## config.mk

```make
export PLATFORM = sky130hd
export DESIGN_NAME = pipe_ctrl
export DESIGN_NICKNAME = d
export VERILOG_FILES = /design/src/rtl/pipe_ctrl.sv
export SDC_FILE = /design/constraint.sdc
export NUM_CORES = 1
export LEC_CHECK = 0
export CAP_MARGIN = 15
export CORE_AREA = 2 2 80 82
export DETAILED_ROUTE_END_ITERATION = 10
export DIE_AREA = 0 0 82 84
export DONT_BUFFER_PORTS = 1
export PLACE_DENSITY = 0.77
export SYNTH_ARGS = -nofsm -noshare
export SYNTH_HDL_FRONTEND = slang
export SYNTH_SLANG_ARGS = --single-unit
```

## constraint.sdc

```tcl
create_clock -name clk -period 2.42 [get_ports clk]
set_input_delay 0.363 -clock clk [delete_from_list [all_inputs] [get_ports clk]]
set_output_delay 0.363 -clock clk [all_outputs]
set_load 0.05 [all_outputs]
```

## src/rtl/pipe_ctrl.sv

```systemverilog
// Pipeline sequencer for the 5-stage core: merges load-use, multi-cycle EX and flush requests
// into a stall vector, a registered flush/redirect and a saturating stall-cycle counter.
module pipe_ctrl #(
    parameter int unsigned CNT_W  = 6,
    parameter int unsigned PERF_W = 32
) (
    input  logic              clk,
    input  logic              rst,
    input  logic              stallreq_id,
    input  logic              ex_start,
    input  logic [CNT_W-1:0]  ex_cycles,
    input  logic              flush_req,
    input  logic [31:0]       flush_pc_i,
    output logic [5:0]        stall,
    output logic              flush,
    output logic [31:0]       new_pc,
    output logic              ex_done,
    output logic              busy,
    output logic [PERF_W-1:0] stall_cycles
);

    typedef enum logic [1:0] {
        StIdle   = 2'd0,
        StExBusy = 2'd1,
        StFlush  = 2'd2
    } state_e;

    localparam logic [5:0] StallNone    = 6'b000000;
    localparam logic [5:0] StallLoadUse = 6'b000111;
    localparam logic [5:0] StallEx      = 6'b001111;

    state_e             r_state;
    logic [CNT_W-1:0]   r_cnt;
    logic               r_flush;
    logic [31:0]        r_new_pc;
    logic               r_ex_done;
    logic               r_ex_start_d1;
    logic [PERF_W-1:0]  r_stall_cycles;

    state_e             w_state_nxt;
    logic [CNT_W-1:0]   w_cnt_nxt;
    logic               w_flush_nxt;
    logic [31:0]        w_new_pc_nxt;
    logic               w_ex_done_nxt;
    logic [PERF_W-1:0]  w_stall_cycles_nxt;
    logic [5:0]         w_stall;
    logic               w_ex_start_ok;
    logic               w_ex_n_zero;
    logic               w_ex_n_one;

    // In the cycle right after an op completes, a start level carried over from the held
    // instruction must not relaunch it; only a fresh assertion counts.
    assign w_ex_start_ok = ex_start && !(r_ex_done && r_ex_start_d1);
    assign w_ex_n_zero   = (ex_cycles == '0);
    assign w_ex_n_one    = (ex_cycles == CNT_W'(1));

    always_comb begin
        w_stall = StallNone;
        if (!rst || flush_req) begin
            w_stall = StallNone;
        end else begin
            unique case (r_state)
                StFlush:  w_stall = StallNone;
                StExBusy: w_stall = StallEx;
                default: begin
                    if (w_ex_start_ok && !w_ex_n_zero) begin
                        w_stall = StallEx;
                    end else if (stallreq_id) begin
                        w_stall = StallLoadUse;
                    end
                end
            endcase
        end
    end

    always_comb begin
        w_state_nxt   = r_state;
        w_cnt_nxt     = r_cnt;
        w_flush_nxt   = 1'b0;
        w_new_pc_nxt  = r_new_pc;
        w_ex_done_nxt = 1'b0;
        if (flush_req) begin
            // Flush wins over everything and cancels any pending completion.
            w_state_nxt  = StFlush;
            w_flush_nxt  = 1'b1;
            w_new_pc_nxt = flush_pc_i;
            w_cnt_nxt    = '0;
        end else begin
            unique case (r_state)
                StFlush: begin
                    w_state_nxt = StIdle;
                end
                StExBusy: begin
                    w_cnt_nxt = r_cnt - CNT_W'(1);
                    if (r_cnt == CNT_W'(1)) begin
                        w_state_nxt   = StIdle;
                        w_ex_done_nxt = 1'b1;
                    end
                end
                default: begin
                    if (w_ex_start_ok && w_ex_n_one) begin
                        w_ex_done_nxt = 1'b1;
                    end else if (w_ex_start_ok && !w_ex_n_zero) begin
                        w_state_nxt = StExBusy;
                        w_cnt_nxt   = ex_cycles - CNT_W'(1);
                    end
                end
            endcase
        end
    end

    always_comb begin
        w_stall_cycles_nxt = r_stall_cycles;
        if (w_stall[0] && !(&r_stall_cycles)) begin
            w_stall_cycles_nxt = r_stall_cycles + PERF_W'(1);
        end
    end

    always_ff @(posedge clk) begin
        if (!rst) begin
            r_state        <= StIdle;
            r_cnt          <= '0;
            r_flush        <= 1'b0;
            r_new_pc       <= '0;
            r_ex_done      <= 1'b0;
            r_ex_start_d1  <= 1'b0;
            r_stall_cycles <= '0;
        end else begin
            r_state        <= w_state_nxt;
            r_cnt          <= w_cnt_nxt;
            r_flush        <= w_flush_nxt;
            r_new_pc       <= w_new_pc_nxt;
            r_ex_done      <= w_ex_done_nxt;
            r_ex_start_d1  <= ex_start;
            r_stall_cycles <= w_stall_cycles_nxt;
        end
    end

    assign stall        = w_stall;
    assign flush        = r_flush;
    assign new_pc       = r_new_pc;
    assign ex_done      = r_ex_done;
    assign busy         = (r_state == StExBusy);
    assign stall_cycles = r_stall_cycles;

endmodule

```

==> reports/metrics.yaml, run 1 <==
worst_setup_path:
  reg2reg_to: "stall_cycles[16]"
  max_stage_delay_ns: 0.36
  worstPathArrival_ns: 1.94
  reg2reg_depth: 7
  crit_type: "reg2out"
  reg2reg_from: "r_state[0]"
  start_kind: "flop"
  crit_family: "buffers and inverters"
  critPathSlowestCell: "dfxtp_1"
  cp_cell_sequence: "inv_1 > ha_4 > and3b_1 > a22oi_2 > nand2_2 > clkinvlp_4 > buf_12"
  cp_num_cells: 7
  reg2reg_slack_ns: 0.25
  cp-end-kind: "output pin"
  crit_fanout: 7
  worstPathRequired_ns: 2.06
  crit_buf_inv: 3
yosys:
  synthFlopType: "dfxtp_1"
  synth_top_cell_area_share_pct: 40.9
  ys_top_cells_by_area: "dfxtp_1 41%, mux2i_1 13%, nor2_1 4.8%"
  ys_seq_elements: 75
  synth_enable_flop_cells: 0
  avgSynthCellArea_um2: 8.82
  synth_area_mm2: 0.00367
  yosys.area.top_type: "dfxtp_1"
  synthDistinctLibCells: 52
  yosysWarnings: 0
  ys_seq_area_share_pct: 40.9
  async_flop_share_pct: 0
  synthCells: 416
cts:
  cts_tree: "done"
  hold_buffers: 0
  cts_made_buffers: 9
  clock_latency_ns: 0.35
  ctsRootBufferMaster: "clkbuf_8"
  clk_path_buf_depth: 2
  clkTransAtPathRegs_ns: 0.08
  cts_setup_buffers: 0
  htree_num_levels: 3
  cts.sinks: 75
flow_run:
  max_cap_violations: 0
floorplan:
  dieWidth_um: 82
  fp.dieArea_mm2: 0.00689
  die_h_um: 84
  ios: 116
  core_area_mm2: 0.00610
  fp-row-count: 29
  initial_core_util_pct: 60.2
timing:
  fin_crit_sh_pct: 95.1
  skew_ns: 0.00863
  slew_headroom_pct: 57.8
  rsz0062_at_grt: "false"
  maxSlewViolCount: 0
  final_hold_viol_count: 0
  finalSetupViolations: 0
  fmax_ghz: 0.435
  fin_crit_ns: 2.30
  worst_pin_slew_ns: 0.625
  fin_setup_tns_ns: 0
global_route:
  grt_pass1_vias: 3094
  gr-total-overflow: 0
  grt_use_met1_pct: 32.7
  antenna_found_initial: 0
  met3_usage_pct: 6.82
  grt_pass1_wl_um: 14200
  top_usage_layer: "met2"
  grt.met2_usage_pct: 43.2
  grt_use_total_pct: 26.5
  grt_start_max_net_pins: 36
power:
  max-vdd-ir-drop_uv: 438
  p_leak_nw: 1.68
  cellPowerDensity_mw_per_mm2: 631
hold_path:
  hold-path-endpoint: "r_ex_start_d1"
  hold_class: "in2reg"
  min_path_cells: 1
  hp-start: "ex_start"
placed_design:
  place_area_mm2: 0.00400
  io_buffers: 0
  hpwl_um: 6210
  place_congestion: 0.786
  dp.cells: 515
finish:
  syn2layout_area_growth_pct: 15.8
  final_core_util_pct: 69.7
  fill_cells: 499
  fin_area_mm2: 0.00425
  stdcell_count: 531
  antenna_cells: 0
  finalNetCount: 500
  drive_gt1_share_pct: 17.6
drt:
  post-route-drc-count: 0
  avgRoutedWirePerCell_um: 16.4
  vias_per_cell: 6.04
  postRouteAntennaNets: 0
  via_count: 3205
  firstDrtPassIters: 4
  drt_iter0_markers: 205
  drt-total-wl_um: 8690
status:
  status: "completed"
[worst max-delay path by stage]
stage                     from          endpoint  slack [ns]
2_1_floorplan  stall_cycles[0]  stall_cycles[24]        0.02
3_3_place_gp        r_state[0]   stall_cycles[5]        0.14
3_5_place_dp        r_state[0]  stall_cycles[15]        0.04
4_1_cts             r_state[0]          stall[1]         0.1
5_1_grt             r_state[0]          stall[1]        0.02
6_report            r_state[0]          stall[1]        0.12
[state kept, by name, indices dropped and copies added (netlist names)]
signal	cells
r_state	2
flush	1
stall_cycles	32
new_pc	32
ex_done	1
r_ex_start_d1	1
r_cnt	6
[cells by family (layout without fill, tap and decap cells)]
group | after synthesis | in the layout | share of synthesized area [%]
and+or+nand+nor | 173 | 173 | 25.2
DFF | 75 | 75 | 40.9
AOI/OAI and AO/OA | 65 | 65 | 11.6
muxes | 49 | 49 | 13.4
buffers and inverters | 40 | 77 | 4.88
adders and majority gates | 8 | 8 | 2.73
xor gates and xnor gates | 5 | 5 | 1.19
other | 1 | 2 | 0.102
[placed cells by master, fill, tap and decap left out, types with 3 or more instances in the layout]
cell      synthesis  final
nor3_1            7      7
ha_1              8      6
o311ai_0          4      4
buf_4             5     46
mux2i_1          49     49
xnor2_1           3      3
or4_1             6      6
inv_1            14     13
o31ai_1           7      7
a21oi_1          22     22
nand4_1          12     12
nor2_1           47     46
o41ai_1           5      5
nand3_1          11     11
clkbuf_8          0     11
nand2_1          37     36
nand2b_1         12     12
or3_1             6      6
o21ai_0          11     11
nor4_1           12     12
and4_1            4      4
dfxtp_1          75     75
[synth_stat cells (3+ instances only)]
cell type and n:
a21oi_1 22, and4_1 4, buf_1 5, buf_4 5, clkbuf_1 13, dfxtp_1 75, ha_1 8, inv_1 14
mux2i_1 49, nand2_1 37, nand2b_1 12, nand3_1 11, nand4_1 12, nor2_1 47, nor3_1 7, nor4_1 12
o21ai_0 11, o311ai_0 4, o31ai_1 7, o41ai_1 5, or3_1 6, or4_1 6, xnor2_1 3
[layer usage]
layer / wire length, um / up-vias / part of all wire, %
met4: 164 / 0 / 1.9
met5: 0 / - / 0
met1: 3740 / 1509 / 43
li1: - / 1567 / -
met3: 603 / 16 / 6.9
met2: 4190 / 113 / 48
[power by group]
group / switching [mW] / internal, mW
Combinational: 0.142 / 0.0991
Sequential: 0.144 / 1.28
Clock: 0.484 / 0.536
Total: 0.770 / 1.91
[stage by stage]
stage	worst slack [ns]	total power, mW	hold WS, ns
2_1_floorplan	0.0201	1.65	0.485
4_1_cts	0.0996	2.69	0.129
3_5_place_dp	0.0418	1.68	0.495
6_report	0.119	2.68	0.142
5_1_grt	0.0208	2.79	0.129
3_3_place_gp	0.139	1.67	0.486
[layout make-up]
| cell class | count | area [um2] | share of cell area, % |
|---|---|---|---|
| Multi-Input combinational cell | 302 | 2020 | 47.5 |
| Sequential cell | 75 | 1500 | 35.3 |
| Timing Repair Buffer | 47 | 365 | 8.60 |
| Clock buffer | 11 | 151 | 3.56 |
| Tap cell | 77 | 96.3 | 2.27 |
| Clock inverter | 5 | 60.1 | 1.41 |
| Inverter | 14 | 56.3 | 1.33 |
[worst register-to-register path, cell delays in order (launching register included)]
cell	delay, ns
dfxtp_1	0.36
inv_1	0.08
ha_4	0.27
and3b_1	0.20
a22o_1	0.22
a211o_1	0.35
or4_1	0.48
a21oi_1	0.15
[what timing repair did]
| item | CTS | global route |
|---|---|---|
| pin swaps | 0 | 1 |
| setup endpoints to repair | 3 | 3 |
| gates resized for setup | 6 | 0 |
No activity file was read; power rests on OpenSTA's default activity.
==> run 2: changes to the inputs <==
--- a/config.mk
+++ b/config.mk
@@ -7,6 +7,7 @@
 export LEC_CHECK = 0
 export CAP_MARGIN = 15
 export CORE_AREA = 2 2 80 82
+export CTS_CLUSTER_SIZE = 12
 export DETAILED_ROUTE_END_ITERATION = 10
 export DIE_AREA = 0 0 82 84
 export DONT_BUFFER_PORTS = 1
==> results of run 2 <==
The final DEF is identical to that of run 1; final timing and power are the same.
